===== config.mk =====
export PLATFORM = sky130hd
export DESIGN_NAME = gpio_serial_loader_flat
export DESIGN_NICKNAME = d
export VERILOG_FILES = /design/src/rtl/gpio_loader_pkg.sv /design/src/rtl/gpio_serial_loader_if.sv /design/src/rtl/gpio_loader_clkdiv.sv /design/src/rtl/gpio_serial_loader.sv /design/src/flat_wrapper.sv
export SDC_FILE = /design/constraint.sdc
export NUM_CORES = 1
export LEC_CHECK = 0
export ABC_AREA = 1
export BUFFER_PORTS_ARGS = -buffer_cell sky130_fd_sc_hd__buf_2
export CAP_MARGIN = 5
export CORE_MARGIN = 4
export CORE_UTILIZATION = 58
export DETAILED_ROUTE_END_ITERATION = 16
export MAX_ROUTING_LAYER = met4
export PLACE_DENSITY = 0.8
export SKIP_LAST_GASP = 1
export SYNTH_ARGS = -nofsm -noshare
export SYNTH_HDL_FRONTEND = slang
export SYNTH_SLANG_ARGS = --single-unit

===== constraint.sdc =====
create_clock -name clock -period 2.75 [get_ports clock]
set_input_delay 0.275 -clock clock [delete_from_list [all_inputs] [get_ports clock]]
set_output_delay 0.275 -clock clock [all_outputs]
set_load 0.005 [all_outputs]

===== src/rtl/gpio_loader_pkg.sv =====
// Purpose : shared types and constants for the GPIO configuration-chain loader.
// Latency : n/a (package only).
// Backpressure: n/a (package only).
//
// Contents: FSM state enum, bit offsets of the fields inside one pad control
// word, default word width, and an index-width helper.
package gpio_loader_pkg;

    localparam int PAD_CTRL_BITS_DEF = 13;

    typedef enum logic [2:0] {
        IDLE,
        FETCH,
        SHIFT,
        LOAD,
        DONE
    } loader_state_e;

    // Field offsets inside one control block's shift register.
    localparam int MGMT_EN = 0;
    localparam int OEB     = 1;
    localparam int HLDH    = 2;
    localparam int INP_DIS = 3;
    localparam int MOD_SEL = 4;
    localparam int AN_EN   = 5;
    localparam int AN_SEL  = 6;
    localparam int AN_POL  = 7;
    localparam int SLOW    = 8;
    localparam int TRIP    = 9;
    localparam int DM_LSB  = 10;
    localparam int DM_MSB  = 12;

    // Width of an index over n items; never narrower than one bit.
    function automatic int idx_width(input int n);
        return (n > 1) ? $clog2(n) : 1;
    endfunction

endpackage


===== src/rtl/gpio_serial_loader_if.sv =====
// Purpose : start/status handshake and register-file read port of the loader.
// Latency : cfg_word is expected one clock after cfg_idx changes.
// Backpressure: none; xfer_start is a pulse that is dropped while busy.
//
// Signals: xfer_start (host->loader), busy/done (loader->host),
//          cfg_idx (loader->regfile), cfg_word (regfile->loader).
// Modports: master = host/register-file side, slave = loader side.
interface gpio_serial_loader_if import gpio_loader_pkg::*; #(
    parameter int NUM_GPIO      = 19,
    parameter int PAD_CTRL_BITS = PAD_CTRL_BITS_DEF
);
    localparam int IDXW = idx_width(NUM_GPIO);

    logic                     xfer_start;
    logic                     busy;
    logic                     done;
    logic [IDXW-1:0]          cfg_idx;
    logic [PAD_CTRL_BITS-1:0] cfg_word;

    modport master (
        output xfer_start,
        output cfg_word,
        input  busy,
        input  done,
        input  cfg_idx
    );

    modport slave (
        input  xfer_start,
        input  cfg_word,
        output busy,
        output done,
        output cfg_idx
    );

endinterface


===== src/rtl/gpio_loader_clkdiv.sv =====
// Purpose : half-period tick generator for the chain shift clock.
// Latency : first tick HALF clocks after restart_i deasserts, then every HALF clocks.
// Backpressure: none; restart_i holds the counter at zero and masks the tick.
//
// Ports: clk_i, rst_n_i (async active-low), restart_i, tick_o.
module gpio_loader_clkdiv #(
    parameter int HALF = 2
) (
    input  logic clk_i,
    input  logic rst_n_i,
    input  logic restart_i,
    output logic tick_o
);
    localparam int CW = (HALF > 1) ? $clog2(HALF) : 1;
    localparam logic [CW-1:0] LAST = CW'(HALF - 1);

    logic [CW-1:0] cnt_q, cnt_d;

    always_comb begin
        cnt_d = cnt_q + 1'b1;
        if (restart_i || (cnt_q == LAST)) begin
            cnt_d = '0;
        end
    end

    always_ff @(posedge clk_i or negedge rst_n_i) begin
        if (!rst_n_i) begin
            cnt_q <= '0;
        end else begin
            cnt_q <= cnt_d;
        end
    end

    assign tick_o = !restart_i && (cnt_q == LAST);

endmodule


===== src/rtl/gpio_serial_loader.sv =====
// Purpose : fetches one config word per GPIO and shifts them into the pad-control
//           daisy chain (farthest GPIO first, MSB first), then strobes serial_load.
// Latency : NUM_GPIO*(2 + CLK_DIV*PAD_CTRL_BITS) + 2*CLK_DIV clocks from start to done.
// Backpressure: none; xfer_start is ignored while busy or in the done cycle.
//
// Ports: clock, resetn (async active-low), cfg_if (slave: xfer_start, busy, done,
//        cfg_idx, cfg_word), serial_clock, serial_data_out, serial_load.
// Optional GPIO_LOADER_BITBANG_EN adds bb_en/bb_clock/bb_data/bb_load: while idle
// with bb_en high the serial outputs are registered copies of the bb_* inputs.
module gpio_serial_loader import gpio_loader_pkg::*; #(
    parameter int NUM_GPIO      = 19,
    parameter int PAD_CTRL_BITS = PAD_CTRL_BITS_DEF,
    parameter int CLK_DIV       = 4
) (
    input  logic                 clock,
    input  logic                 resetn,
    gpio_serial_loader_if.slave  cfg_if,
`ifdef GPIO_LOADER_BITBANG_EN
    input  logic                 bb_en,
    input  logic                 bb_clock,
    input  logic                 bb_data,
    input  logic                 bb_load,
`endif
    output logic                 serial_clock,
    output logic                 serial_data_out,
    output logic                 serial_load
);
    localparam int IDXW = idx_width(NUM_GPIO);
    localparam int BW   = idx_width(PAD_CTRL_BITS);
    localparam logic [IDXW-1:0] LAST_IDX = IDXW'(NUM_GPIO - 1);
    localparam logic [BW-1:0]   MSB_BIT  = BW'(PAD_CTRL_BITS - 1);

    loader_state_e            state_q;
    logic [IDXW-1:0]          cfg_idx_q;
    logic                     busy_q;
    logic                     done_q;
    logic                     sclk_q;
    logic                     sdo_q;
    logic                     sload_q;
    logic [PAD_CTRL_BITS-1:0] word_q;
    logic [BW-1:0]            bit_cnt_q;
    logic                     fetch_2nd_q;
    logic [1:0]               load_ph_q;

    logic tick;
    logic div_restart;
    logic start_ok;

    // The divider runs only in SHIFT/LOAD; entering LOAD coincides with a tick,
    // where the counter wraps to zero, so both states start on a fresh half-period.
    assign div_restart = !((state_q == SHIFT) || (state_q == LOAD));

    gpio_loader_clkdiv #(
        .HALF (CLK_DIV / 2)
    ) u_clkdiv (
        .clk_i     (clock),
        .rst_n_i   (resetn),
        .restart_i (div_restart),
        .tick_o    (tick)
    );

`ifdef GPIO_LOADER_BITBANG_EN
    assign start_ok = cfg_if.xfer_start && !bb_en;
`else
    assign start_ok = cfg_if.xfer_start;
`endif

    always_ff @(posedge clock or negedge resetn) begin
        if (!resetn) begin
            state_q     <= IDLE;
            cfg_idx_q   <= LAST_IDX;
            busy_q      <= 1'b0;
            done_q      <= 1'b0;
            sclk_q      <= 1'b0;
            sdo_q       <= 1'b0;
            sload_q     <= 1'b0;
            word_q      <= '0;
            bit_cnt_q   <= '0;
            fetch_2nd_q <= 1'b0;
            load_ph_q   <= '0;
        end else begin
            done_q <= 1'b0;
            case (state_q)
                IDLE: begin
`ifdef GPIO_LOADER_BITBANG_EN
                    sclk_q  <= bb_en & bb_clock;
                    sdo_q   <= bb_en & bb_data;
                    sload_q <= bb_en & bb_load;
`endif
                    if (start_ok) begin
                        cfg_idx_q   <= LAST_IDX;
                        busy_q      <= 1'b1;
                        fetch_2nd_q <= 1'b0;
                        state_q     <= FETCH;
                    end
                end

                // First clock lets the register file see cfg_idx; second samples the word.
                FETCH: begin
                    sclk_q <= 1'b0;
                    if (!fetch_2nd_q) begin
                        fetch_2nd_q <= 1'b1;
                    end else begin
                        word_q    <= cfg_if.cfg_word;
                        sdo_q     <= cfg_if.cfg_word[PAD_CTRL_BITS-1];
                        bit_cnt_q <= MSB_BIT;
                        state_q   <= SHIFT;
                    end
                end

                // Data only moves on the falling tick, so it is stable across each rise.
                SHIFT: begin
                    if (tick) begin
                        if (!sclk_q) begin
                            sclk_q <= 1'b1;
                        end else begin
                            sclk_q <= 1'b0;
                            if (bit_cnt_q == '0) begin
                                if (cfg_idx_q == '0) begin
                                    sload_q   <= 1'b1;
                                    load_ph_q <= '0;
                                    state_q   <= LOAD;
                                end else begin
                                    cfg_idx_q   <= cfg_idx_q - 1'b1;
                                    fetch_2nd_q <= 1'b0;
                                    state_q     <= FETCH;
                                end
                            end else begin
                                bit_cnt_q <= bit_cnt_q - 1'b1;
                                sdo_q     <= word_q[bit_cnt_q - 1'b1];
                            end
                        end
                    end
                end

                // Four half-periods: strobe high for two, low for two.
                LOAD: begin
                    if (tick) begin
                        load_ph_q <= load_ph_q + 1'b1;
                        if (load_ph_q == 2'd1) begin
                            sload_q <= 1'b0;
                        end
                        if (load_ph_q == 2'd3) begin
                            done_q  <= 1'b1;
                            busy_q  <= 1'b0;
                            sdo_q   <= 1'b0;
                            state_q <= DONE;
                        end
                    end
                end

                DONE: begin
                    state_q <= IDLE;
                end

                default: begin
                    state_q <= IDLE;
                end
            endcase
        end
    end

    assign cfg_if.busy     = busy_q;
    assign cfg_if.done     = done_q;
    assign cfg_if.cfg_idx  = cfg_idx_q;
    assign serial_clock    = sclk_q;
    assign serial_data_out = sdo_q;
    assign serial_load     = sload_q;

endmodule


===== src/flat_wrapper.sv =====
// flat-port wrapper written by rule: the top's interface ports become plain ports
module gpio_serial_loader_flat import gpio_loader_pkg::*;
#(
    parameter int NUM_GPIO      = 19,
    parameter int PAD_CTRL_BITS = PAD_CTRL_BITS_DEF,
    parameter int CLK_DIV       = 4
)
  (clock, resetn, serial_clock, serial_data_out, serial_load, cfg_if_xfer_start, cfg_if_cfg_word, cfg_if_busy, cfg_if_done, cfg_if_cfg_idx);
  gpio_serial_loader_if #(.NUM_GPIO(NUM_GPIO), .PAD_CTRL_BITS(PAD_CTRL_BITS)) cfg_if_i ();
  input  logic clock;
  input  logic resetn;
  output logic serial_clock;
  output logic serial_data_out;
  output logic serial_load;
  input wire logic [$bits(cfg_if_i.xfer_start)-1:0] cfg_if_xfer_start;
  input wire logic [$bits(cfg_if_i.cfg_word)-1:0] cfg_if_cfg_word;
  output wire logic [$bits(cfg_if_i.busy)-1:0] cfg_if_busy;
  output wire logic [$bits(cfg_if_i.done)-1:0] cfg_if_done;
  output wire logic [$bits(cfg_if_i.cfg_idx)-1:0] cfg_if_cfg_idx;
  assign cfg_if_i.xfer_start = cfg_if_xfer_start;
  assign cfg_if_i.cfg_word = cfg_if_cfg_word;
  assign cfg_if_busy = cfg_if_i.busy;
  assign cfg_if_done = cfg_if_i.done;
  assign cfg_if_cfg_idx = cfg_if_i.cfg_idx;
  gpio_serial_loader #(.NUM_GPIO(NUM_GPIO), .PAD_CTRL_BITS(PAD_CTRL_BITS), .CLK_DIV(CLK_DIV)) u_core (.clock(clock), .resetn(resetn), .cfg_if(cfg_if_i), .serial_clock(serial_clock), .serial_data_out(serial_data_out), .serial_load(serial_load));
endmodule

* Yosys cells after proc, flatten, opt, wreduce, memory -nomap -nowiden
Cells that the tools add are included.
** Word-level totals
- Register bits after elaboration :: 34
- Bits of input ports :: 16
- Output and inout bits :: 10
- Word-level logic and storage cells :: 113
** Cells by class
- Add/subtract/negate cells :: 4
- $lt $le $gt $ge :: 1
- Equality and inequality tests :: 16
- Mux-type cells :: 57
- Reductions and logical operators :: 23
** Operators by type and width (count)
- $mux W1 :: 25
- $mux W5 :: 5
- $mux W3 :: 7
- $reduce_and A7 Y1 :: 3
- $reduce_and A6 Y1 :: 3
- $mux W4 :: 4
- $ne A2 B2 Y1 const B :: 7
- $mux W2 :: 6
- $pmux W3 S4 :: 1
- $pmux W5 S2 :: 1
- $ne A2 B1 Y1 const B :: 4
- $pmux W4 S2 :: 1
- $reduce_bool A2 Y1 :: 4
- $eq A3 B2 Y1 const B :: 2
- $pmux W1 S2 :: 3
- $pmux W1 S3 :: 2
- $reduce_bool A3 Y1 :: 2
- $logic_not A5 Y1 :: 1
- $lt A4 B5 Y1 const B :: 1
- $reduce_and A5 Y1 :: 1
- $sub A5 B1 Y5 const B :: 1
- $bmux W1 S4 :: 1
- $logic_not A4 Y1 :: 1
- $pmux W2 S2 :: 1
- 12 further kinds :: 14

* Depth between registers and ports, before layout
Gate-level depths: netlist of the first run.
- Depth in word-level cells :: 7
- Gate-level depth with buffers :: 11
- Mapped depth without buffers :: 10

* Cells and area by module
Synthesis of the first run repeated with hierarchy kept, for this count alone.
** Second synthesis, totals
- Cells, all modules :: 238
- Area total of the unflattened synthesis :: 1953.1 sq um
** By module, submodules not included
- gpio_serial_loader :: times used 1, cells an instance 234, area an instance 1914.3 sq um, seq. area each 828.3 sq um
- gpio_loader_clkdiv :: times used 1, cells an instance 4, area an instance 38.8 sq um, seq. area each 25.0 sq um

* Worst setup path before layout of the first run
OpenSTA, ideal clock, no wires.
- Path kind :: reg2reg
- Start point :: register u_core.bit_cnt_q[0]
- End point :: register u_core.sload_q (netlist: u_core.serial_load)
- Library setup time :: 123 ps
- Data arrival time :: 1478 ps
- Data required time :: 2627 ps
- Setup slack :: 1149 ps
- Cell stages (with the launch flop) :: 9
- Path buffers :: 1
- Clock period less this slack :: 1601 ps
- Path through :: dfrtp_1 buf_2 inv_2 ha_1 nand3_1 o21ai_1 nand3_1 o21ai_1 o21ai_1
** On the way
- Longest elaborated chain between the ends :: 3
** RTL lines
- from (decl) :: RTL line gpio_serial_loader.sv:41 : logic [BW-1:0] bit_cnt_q;
- from (signal assigned) :: RTL line gpio_serial_loader.sv:129 : bit_cnt_q <= bit_cnt_q - 1'b1;
- $logic_not A4 Y1 :: RTL line gpio_serial_loader.sv:118 : if (bit_cnt_q == '0) begin
- $ne A2 B2 Y1 (no line)
- $reduce_and A7 Y1 (no line)
- to (signal assigned) :: RTL line gpio_serial_loader.sv:76 : sload_q <= 1'b0;
- to (signal assigned) :: RTL line gpio_serial_loader.sv:120 : sload_q <= 1'b1;
- to (signal assigned) :: RTL line gpio_serial_loader.sv:141 : sload_q <= 1'b0;
- to (decl) :: RTL line gpio_serial_loader.sv:39 : logic sload_q;
Every way passes these cells.
A chain may end at the register's enable or synchronous reset.

* Worst setup path in the final report of the first run
Same ends and word-level chain as after synthesis.

==> impl_metrics.env, run 1 <==
export IMPL_hold_ws_ns=-0.00928
export IMPL_critPathKind="register to register"
export IMPL_outcome="complete, but fails checks"
export IMPL_die_area_sq_um=4120
export IMPL_synthTopCellsByCount="49 x nand2_1, 32 x dfrtp_1, 27 x inv_1"
export IMPL_yosysTopAreaCellShare=0.438
export IMPL_cap_viol_max_count=0
export IMPL_routed_via_density=5.06
export IMPL_grt_pass1_wl_um=6210
export IMPL_finClkSkew_ns=0.0106
export IMPL_grt_ovfl_total=0
export IMPL_peakVddDrop_uv=927
export IMPL_syn_inst=223
export IMPL_cts_root_buf="clkbuf_4"
export IMPL_finalWirelength_um=3540
export IMPL_cts_resized_gates=0
export IMPL_clk_latency_ns=0.34
export IMPL_n_antenna_cell=0
export IMPL_cts_buffer_depth=2
export IMPL_violations="negative hold slack"
export IMPL_synth_yosys_warnings=0
export IMPL_place_gp_congestion=0.871
export IMPL_grtUsageTotal=0.196
export IMPL_drive_gt1_frac=0.238
export IMPL_die_w_um=64.2
export IMPL_synth_top_cell_by_area="dfrtp_1"
export IMPL_critPathArrivalTime_ns=2.06
export IMPL_area_delta_synth_final_pct=14.5
export IMPL_setup_viol=0
export IMPL_num_rows=20
export IMPL_die_h_um=64.2
export IMPL_synth_most_common_cell="nand2_1"
export IMPL_htreeDepth=2
export IMPL_power_leakage_nw=1.06
export IMPL_slew_headroom=0.506
export IMPL_clk_pin_slew_ns=0.11
export IMPL_core_region_area_sq_um=3030
export IMPL_crit_path_max_fanout=10
export IMPL_max_freq_ghz=0.541
export IMPL_syn_area_per_cell_sq_um=8.20
export IMPL_slew_viol_final=0
export IMPL_drt_antenna_violating_nets=0
export IMPL_required_ns=2.96
export IMPL_fin_crit_sh=0.672
export IMPL_drtPass1Iterations=4
export IMPL_pin_count=26
export IMPL_tns_ns=0
export IMPL_netlist_area_sq_um=1830
export IMPL_antenna_found_initial=0
export IMPL_dp_hpwl_um=2580
export IMPL_rsz0062_at_grt="false"
export IMPL_power_density_nw_per_um2=1350
export IMPL_cts_buffers=5
export IMPL_worstMarginPinSlew_ns=0.741
export IMPL_synth_seq_cells=34
export IMPL_holdBufCountCts=0
export IMPL_ys_flop_type="dfrtp_1"
export IMPL_endpoint_kind="register"
export IMPL_cts_tree="done"
export IMPL_dp_cells=288
export IMPL_hold_viol_final=25
export IMPL_synth_top_cells_by_area="dfrtp_1 44%, nand2_1 10%, inv_1 5.5%"
export IMPL_wl_per_cell_um=12.0
export IMPL_vias=1498
export IMPL_seq_area_frac_synth=0.466
export IMPL_post_cts_buffers=0
export IMPL_hold_class="input port to asynchronous set/reset pin"
export IMPL_nFillCells=247
export IMPL_syn_num_nets=243
export IMPL_drcViolationCount=0
export IMPL_timing_final_crit_period_ns=1.85
export IMPL_synth_distinct_cells=30
export IMPL_fin_nets=271
export IMPL_stdcell_count=296
export IMPL_grt_start_max_net_pins=35
export IMPL_crit_path_start_kind="register"
export IMPL_grt_pass1_vias=1377
export IMPL_clock_sinks=34
export IMPL_synth_edf_count=0
export IMPL_port_buffer_count=25
export IMPL_initial_core_util=0.604
export IMPL_synth_async_reset_ratio=1.00
export IMPL_drt_iter0_drc=65
==> worst max-delay path: stages (launching register included) <==
cell and delay [ns]:
dfrtp_1 0.50, inv_2 0.18, ha_1 0.22, nand3_1 0.19, o21ai_1 0.24, nand3_1 0.17
o21ai_1 0.15, o21ai_1 0.07
==> area by class of cell <==
class | instances | area (sq um) | share of cell area
flip-flops and latches | 34 | 853 | 0.407
clock inverters | 2 | 60.1 | 0.0287
inverters | 33 | 124 | 0.0591
multi-input cells | 152 | 826 | 0.394
clock buffers | 6 | 51.3 | 0.0245
repair buffers | 25 | 125 | 0.0597
well taps | 44 | 55.1 | 0.0263
==> worst paths after layout <==
| kind | from | to | slack [ns] | cells after the start |
|---|---|---|---|---|
| setup / recovery | u_core.bit_cnt_q[0] | u_core.serial_load | 0.90 | 7 |
| hold / removal | resetn | u_core.state_q[0] | -0.009 | 1 |
| setup reg to reg | u_core.bit_cnt_q[0] | u_core.serial_load | 0.90 | 7 |
| hold reg to reg | u_core.cfg_if.cfg_idx[4] | u_core.cfg_if.cfg_idx[4] | 0.49 | 2 |
| max in group asynchronous | resetn | u_core.serial_load | 2.28 | 1 |
| min in group clock | cfg_if_cfg_word[5] | u_core.word_q[5] | 0.16 | 2 |
==> state kept, by name, indices dropped and copies added (netlist names), 2 cells and up <==
signal and count:
u_core.word_q 13, u_core.cfg_if.cfg_idx 5, u_core.bit_cnt_q 4, u_core.state_q 3
u_core.load_ph_q 2
==> cells by family (layout without fill, tap and decap cells) <==
group,after synthesis,after routing,synth area share
buf+inv,37,66,0.0821
compound gates,33,33,0.0985
mux,8,8,0.0492
flops,34,34,0.466
simple gates,106,106,0.272
fa+ha+maj,4,4,0.0274
xor+xnor,1,1,0.00479
==> layer usage <==
metal	wire length (um)	global-route usage
met4	59	0.0712
met2	1650	0.297
met5	0	-
met3	159	0.0369
met1	1680	0.264
==> cell usage in the layout (no fill, tap or decap), types with 2 or more instances in the layout <==
cell | netlist | routed
inv_2 | 4 | 4
nand4_1 | 3 | 3
dfrtp_1 | 32 | 32
o21ai_2 | 2 | 2
nand2_2 | 3 | 3
a21oi_1 | 10 | 10
o21ai_1 | 12 | 12
nand2_1 | 49 | 49
clkinv_1 | 2 | 2
ha_1 | 4 | 4
clkbuf_4 | 0 | 5
o21ai_0 | 5 | 5
mux2_2 | 8 | 8
bufinv_16 | 0 | 2
nand3b_1 | 3 | 3
nor2_2 | 3 | 3
dfstp_2 | 2 | 2
nor2_1 | 23 | 23
buf_2 | 3 | 25
a22oi_1 | 2 | 2
nand3_1 | 16 | 16
inv_1 | 27 | 27
==> report_power, final <==
| group | switching, mW | total, mW | leakage (nW) | internal, mW |
|---|---|---|---|---|
| Combinational | 0.854 | 1.41 | 0.597 | 0.555 |
| Clock | 0.173 | 0.481 | 0.0585 | 0.308 |
| Sequential | 0.188 | 0.946 | 0.402 | 0.758 |
==> metrics by stage <==
stage	area, sq um	worst slack [ns]	utilization	power [mW]
final	2090	0.903	0.692	2.84
after global routing	2090	0.724	0.692	3.11
after CTS	2090	0.950	0.692	2.84
after detailed placement	1980	0.975	0.655	2.35
after global placement	1980	1.03	0.655	2.31
after floorplan	1830	1.15	-	2.04
No activity file was read; power rests on OpenSTA's default activity.
==> run 2: changes to the inputs <==
Settings changed: CORE_UTILIZATION 58 to 51, PLACE_DENSITY 0.8 to 0.74.
Clock period 2.75 ns to 1.5 ns, I/O delays scaled along.
==> run 2 against run 1 <==
The run now ends clean. First-iteration DRC count increased by 45%. Worst setup slack lost 0.87 ns. Non-clock buffer count is 19 higher. Sequential power up 85%. Critical path depth is 1 higher. Power is 110% higher. Clock power grew 38%. Hold slack better by 0.033 ns. Sequential cell count unchanged. Critical endpoint is now u_core.fetch_2nd_q. Clock skew shrank 0.0027 ns. Global-route usage shrank 0.53 points.
==> impl_metrics.env, run 2 (same netlist as run 1, synthesis figures left out) <==
export IMPL_required_ns=1.75
export IMPL_hold_class="input port to register"
export IMPL_peakVddDrop_uv=1310
export IMPL_place_gp_congestion=0.865
export IMPL_finClkSkew_ns=0.00791
export IMPL_setup_viol=0
export IMPL_nFillCells=269
export IMPL_slew_viol_final=0
export IMPL_antenna_found_initial=0
export IMPL_area_delta_synth_final_pct=28.0
export IMPL_max_freq_ghz=0.681
export IMPL_timing_final_crit_period_ns=1.47
export IMPL_reg2reg_slack_ns=0.03
export IMPL_outcome="complete, no violations"
export IMPL_top_register="u_core.word_q"
export IMPL_r2r_end="u_core.fetch_2nd_q"
export IMPL_hold_ws_ns=0.0239
export IMPL_crit_path_max_fanout=5
export IMPL_hold_viol_final=0
export IMPL_worstHoldEndpoint="u_core.word_q[3]"
export IMPL_die_h_um=67.9
export IMPL_place_ws_ns=0.0101
export IMPL_rsz0062_at_grt="true"
export IMPL_cts_root_buf="clkbuf_4"
export IMPL_fin_util=0.691
export IMPL_grt_pass1_wl_um=6290
export IMPL_port_buffer_count=25
export IMPL_clk_latency_ns=0.35
export IMPL_grt_ovfl_total=0
export IMPL_final_cell_mix="47 x nand2_1, 29 x dfrtp_1, 25 x buf_2"
export IMPL_initial_core_util=0.540
export IMPL_finalWirelength_um=4010
export IMPL_largest_reg_flops=13
export IMPL_endpoint_kind="register"
export IMPL_critPathKind="register to register"
export IMPL_dp_hpwl_um=2770
export IMPL_drive_gt1_frac=0.357
export IMPL_grt_pass1_vias=1416
export IMPL_core_region_area_sq_um=3390
export IMPL_num_rows=21
export IMPL_drt_iter0_drc=94
export IMPL_die_w_um=67.9
export IMPL_cts_buffer_depth=2
export IMPL_die_area_sq_um=4610
export IMPL_post_dp_cell_area_sq_um=2100
export IMPL_reg2reg_from="u_core.state_q[2]"
export IMPL_slew_headroom=0.713
export IMPL_wl_per_cell_um=12.6
export IMPL_vias=1638
export IMPL_cts_tree="done"
export IMPL_drtPass1Iterations=4
export IMPL_hold_path_depth=2
export IMPL_cts_buffers=5
export IMPL_cap_viol_max_count=0
export IMPL_routed_via_density=5.15
export IMPL_fin_crit_sh=0.979
export IMPL_tns_ns=0
export IMPL_fin_nets=291
export IMPL_dp_cells=303
export IMPL_worstMarginPinSlew_ns=0.431
export IMPL_p_total_mw=5.82
export IMPL_min_from="cfg_if_cfg_word[3]"
export IMPL_drcViolationCount=0
export IMPL_drt_antenna_violating_nets=0
export IMPL_critPathArrivalTime_ns=1.71
export IMPL_grtUsageTotal=0.191
export IMPL_pin_count=26
export IMPL_crit_path_start_kind="register"
export IMPL_reg2reg_depth=8
export IMPL_stdcell_count=318
export IMPL_layout_commonest_cell="nand2_1"
export IMPL_final_area_sq_um=2340
export IMPL_power_density_nw_per_um2=2480
export IMPL_layout_setup_ws_ns=0.0310
export IMPL_clk_pin_slew_ns=0.11
export IMPL_htreeDepth=2
export IMPL_power_leakage_nw=1.15
export IMPL_n_antenna_cell=0
export IMPL_clock_sinks=34
export IMPL_grt_start_max_net_pins=35
==> run 2: changes by cell type in the layout (fill, tap and decap cells not counted), moves of 3 or more <==
cell / previous run / this run
o21ai_1: 12 / 8
buf_4: 0 / 18
dfrtp_1: 32 / 29
dfrtp_2: 0 / 3
inv_1: 27 / 24
nand3_1: 16 / 13
==> run 2: per-layer routing <==
| metal | part of all wire | global-route usage |
|---|---|---|
| met5 | 0 | - |
| met2 | 0.47 | 0.292 |
| met4 | 0.019 | 0.0744 |
| met1 | 0.45 | 0.243 |
| met3 | 0.053 | 0.0493 |
==> run 2: final cells by class <==
| type | instances | area [sq um] | area share |
|---|---|---|---|
| clock buffer | 5 | 37.5 | 0.0160 |
| clock inverter | 3 | 40.0 | 0.0171 |
| inverter | 33 | 126 | 0.0540 |
| multi-input combinational | 153 | 952 | 0.407 |
| sequential | 34 | 857 | 0.366 |
| tap | 46 | 57.6 | 0.0246 |
| timing repair buffer | 44 | 270 | 0.115 |
==> run 2: how the worst max path moves through the flow <==
stage / from / to / slack, ns / cells after the start
CTS: u_core.cfg_if.cfg_idx[1] / u_core.cfg_if.cfg_idx[2] / -0.002 / 7
global route: u_core.state_q[1] / u_core.fetch_2nd_q / -0.08 / 8
detailed placement: u_core.cfg_if.cfg_idx[1] / u_core.cfg_if.cfg_idx[2] / 0.01 / 7
finish: u_core.state_q[2] / u_core.fetch_2nd_q / 0.03 / 8
global placement: u_core.cfg_if.cfg_idx[1] / u_core.cfg_if.cfg_idx[2] / 0.05 / 7
floorplan: u_core.bit_cnt_q[0] / u_core.cfg_if.cfg_idx[0] / 0.005 / 8
==> run 2: what timing repair did <==
item / in CTS / in global routing
cloned: 0 / 1
gates resized for setup: 0 / 24
hold buffers: 1 / 0
pin swaps: 1 / 12
setup endpoints to repair: 3 / 18
setup buffers: 0 / 5
hold endpoints to repair: 32 / 0
==> run 2: critical path, stage by stage (launching register included) <==
cell and delay [ns]:
dfrtp_2 0.45, nor2_4 0.06, buf_4 0.13, nand3b_1 0.16
nand2_1 0.11, inv_2 0.13, nand3_2 0.11, o21ai_2 0.16
nand2_1 0.06
==> run 2: power by group <==
part	switching, mW	internal [mW]
logic	1.92	1.48
registers	0.348	1.40
clock network	0.320	0.345
total	2.59	3.22
==> run 3: changes to the inputs <==
Settings changed: CAP_MARGIN 5 to not set, CORE_UTILIZATION 51 to 56, PLACE_DENSITY 0.74 to 0.77, SLEW_MARGIN set to 5.
Clock period 1.5 ns to 1.39 ns, I/O delays scaled along.
==> run 3 against run 2 <==
The run now ends with negative setup slack left. Cell count increased by 1.6%. Worst setup slack got worse by 0.12 ns. First-iteration DRC count increased by 6.4%. Critical path type unchanged. Clock skew increased by 0.0052 ns. Final area increased by 6.4%. Sequential share of layout area decreased by 2.1 points.
==> impl_metrics.env, run 3 (same netlist as run 1, synthesis figures left out) <==
export IMPL_power_leakage_nw=1.20
export IMPL_antenna_found_initial=0
export IMPL_largest_reg_flops=13
export IMPL_htreeDepth=2
export IMPL_hold_ws_ns=0.0279
export IMPL_cts_tree="done"
export IMPL_timing_final_crit_period_ns=1.47
export IMPL_grt_pass1_wl_um=7200
export IMPL_cts_buffers=5
export IMPL_cp_slowest_cell="dfrtp_2"
export IMPL_endpoint_kind="register"
export IMPL_required_ns=1.61
export IMPL_area_delta_synth_final_pct=36.1
export IMPL_drtPass1Iterations=4
export IMPL_fin_crit_sh=1.06
export IMPL_drcViolationCount=0
export IMPL_layout_commonest_cell="nand2_1"
export IMPL_cap_viol_max_count=0
export IMPL_fin_util=0.809
export IMPL_p_int_mw=3.57
export IMPL_vias=1717
export IMPL_hold_class="input port to register"
export IMPL_num_rows=20
export IMPL_power_density_nw_per_um2=2690
export IMPL_top_register="u_core.word_q"
export IMPL_core_region_area_sq_um=3080
export IMPL_final_cell_mix="39 x nand2_1, 28 x dfrtp_1, 25 x buf_2"
export IMPL_peakVddDrop_uv=1880
export IMPL_drive_gt1_frac=0.459
export IMPL_grtUsageTotal=0.224
export IMPL_violations="negative setup slack"
export IMPL_die_h_um=65.2
export IMPL_clk_pin_slew_ns=0.11
export IMPL_rsz0062_at_grt="true"
export IMPL_n_antenna_cell=0
export IMPL_cts_root_buf="clkbuf_4"
export IMPL_fin_nets=298
export IMPL_setup_viol=13
export IMPL_crit_path_start_kind="register"
export IMPL_layout_setup_ws_ns=-0.0842
export IMPL_grt_start_max_net_pins=19
export IMPL_finClkSkew_ns=0.0131
export IMPL_crit_chain="inv_8, ha_4, nand3_4, o21ai_4, nand4_4, nor2_1, a21oi_1"
export IMPL_clk_latency_ns=0.34
export IMPL_p_comb_frac=0.628
export IMPL_outcome="complete, but fails checks"
export IMPL_initial_core_util=0.594
export IMPL_die_w_um=65.2
export IMPL_worst_path_largest_cell_delay_ns=0.46
export IMPL_clock_sinks=34
export IMPL_max_freq_ghz=0.678
export IMPL_pin_count=26
export IMPL_worstMarginPinSlew_ns=0.431
export IMPL_routed_via_density=5.32
export IMPL_die_area_sq_um=4250
export IMPL_grt_pass1_vias=1575
export IMPL_dp_cells=304
export IMPL_crit_path_max_fanout=6
export IMPL_slew_headroom=0.712
export IMPL_pwr_share_clk=0.087
export IMPL_drt_antenna_violating_nets=0
export IMPL_dp_hpwl_um=2860
export IMPL_critPathArrivalTime_ns=1.69
export IMPL_critPathKind="register to register"
export IMPL_swShare=0.467
export IMPL_cts_buffer_depth=2
export IMPL_slew_viol_final=0
export IMPL_place_gp_congestion=0.869
export IMPL_port_buffer_count=25
export IMPL_drt_iter0_drc=100
export IMPL_grt_ovfl_total=0
export IMPL_hold_viol_final=0
export IMPL_power_switching_mw=3.13
export IMPL_wl_per_cell_um=13.7
export IMPL_seqPwrFrac=0.285
export IMPL_stdcell_count=323
export IMPL_finalWirelength_um=4440
run 3: power groups by stage:
stage	registers, mW	clock network [mW]	logic [mW]
CTS	1.86	0.596	3.62
global route	1.97	0.651	4.65
detailed placement	1.86	0	3.33
finish	1.91	0.585	4.21
global placement	1.84	0	3.23
floorplan	1.78	0	2.43
run 3: cell type report:
class                           count  area [sq um]
Sequential cell                    34           858
Multi-Input combinational cell    154          1040
Fill cell                         197           588
Timing Repair Buffer               50           334
Inverter                           33           134
Tap cell                           44          55.1
Clock inverter                      2          12.5
Clock buffer                        6          51.3
run 3: worst max-delay path: cells and delay by family (launching register included):
| kind | cells | cell delay [ns] |
|---|---|---|
| compound gates | 2 | 0.27 |
| fa+ha+maj | 1 | 0.15 |
| buf+inv | 1 | 0.06 |
| flops | 1 | 0.46 |
| simple gates | 3 | 0.41 |
run 3: worst paths after layout:
| check | cells after the start | endpoint | slack [ns] | startpoint |
|---|---|---|---|---|
| setup / recovery | 7 | u_core.state_q[1] | -0.08 | u_core.bit_cnt_q[0] |
| hold / removal | 2 | u_core.word_q[3] | 0.03 | cfg_if_cfg_word[3] |
| setup reg to reg | 7 | u_core.state_q[1] | -0.08 | u_core.bit_cnt_q[0] |
| hold reg to reg | 2 | u_core.cfg_if.cfg_idx[4] | 0.49 | u_core.cfg_if.cfg_idx[4] |
| max in group asynchronous | 3 | u_core.cfg_if.cfg_idx[4] | 0.64 | resetn |
| min in group asynchronous | 2 | u_core.cfg_if.cfg_idx[0] | 0.25 | resetn |
run 3: timing repair:
action,4_1_cts,5_1_grt
hold buffers,1,1
hold endpoints to repair,15,1
pin swaps,8,21
setup endpoints to repair,27,31
buffers inserted,5,4
cloned,1,1
resized for setup,12,39
run 3: per-stage QoR:
stage                     cell area [sq um]  setup slack, ns  total power [mW]  setup TNS (ns)
after global routing                   2490           -0.173              7.27           -2.36
after CTS                              2340          -0.0200              6.08         -0.0754
after detailed placement               2180          -0.0674              5.18          -0.707
after global placement                 2180          -0.0241              5.07          -0.230
after floorplan                        1900         -0.00222              4.21        -0.00222
final                                  2490          -0.0842              6.70          -0.712
run 3: metal layers:
metal	track usage	share of wire	wire length, um	up-vias
met2	0.342	0.49	2180	45
li1	-	-	-	844
met1	0.298	0.45	1990	817
met4	0.0648	0.012	54	0
met3	0.0564	0.048	212	11
met5	-	0	0	-
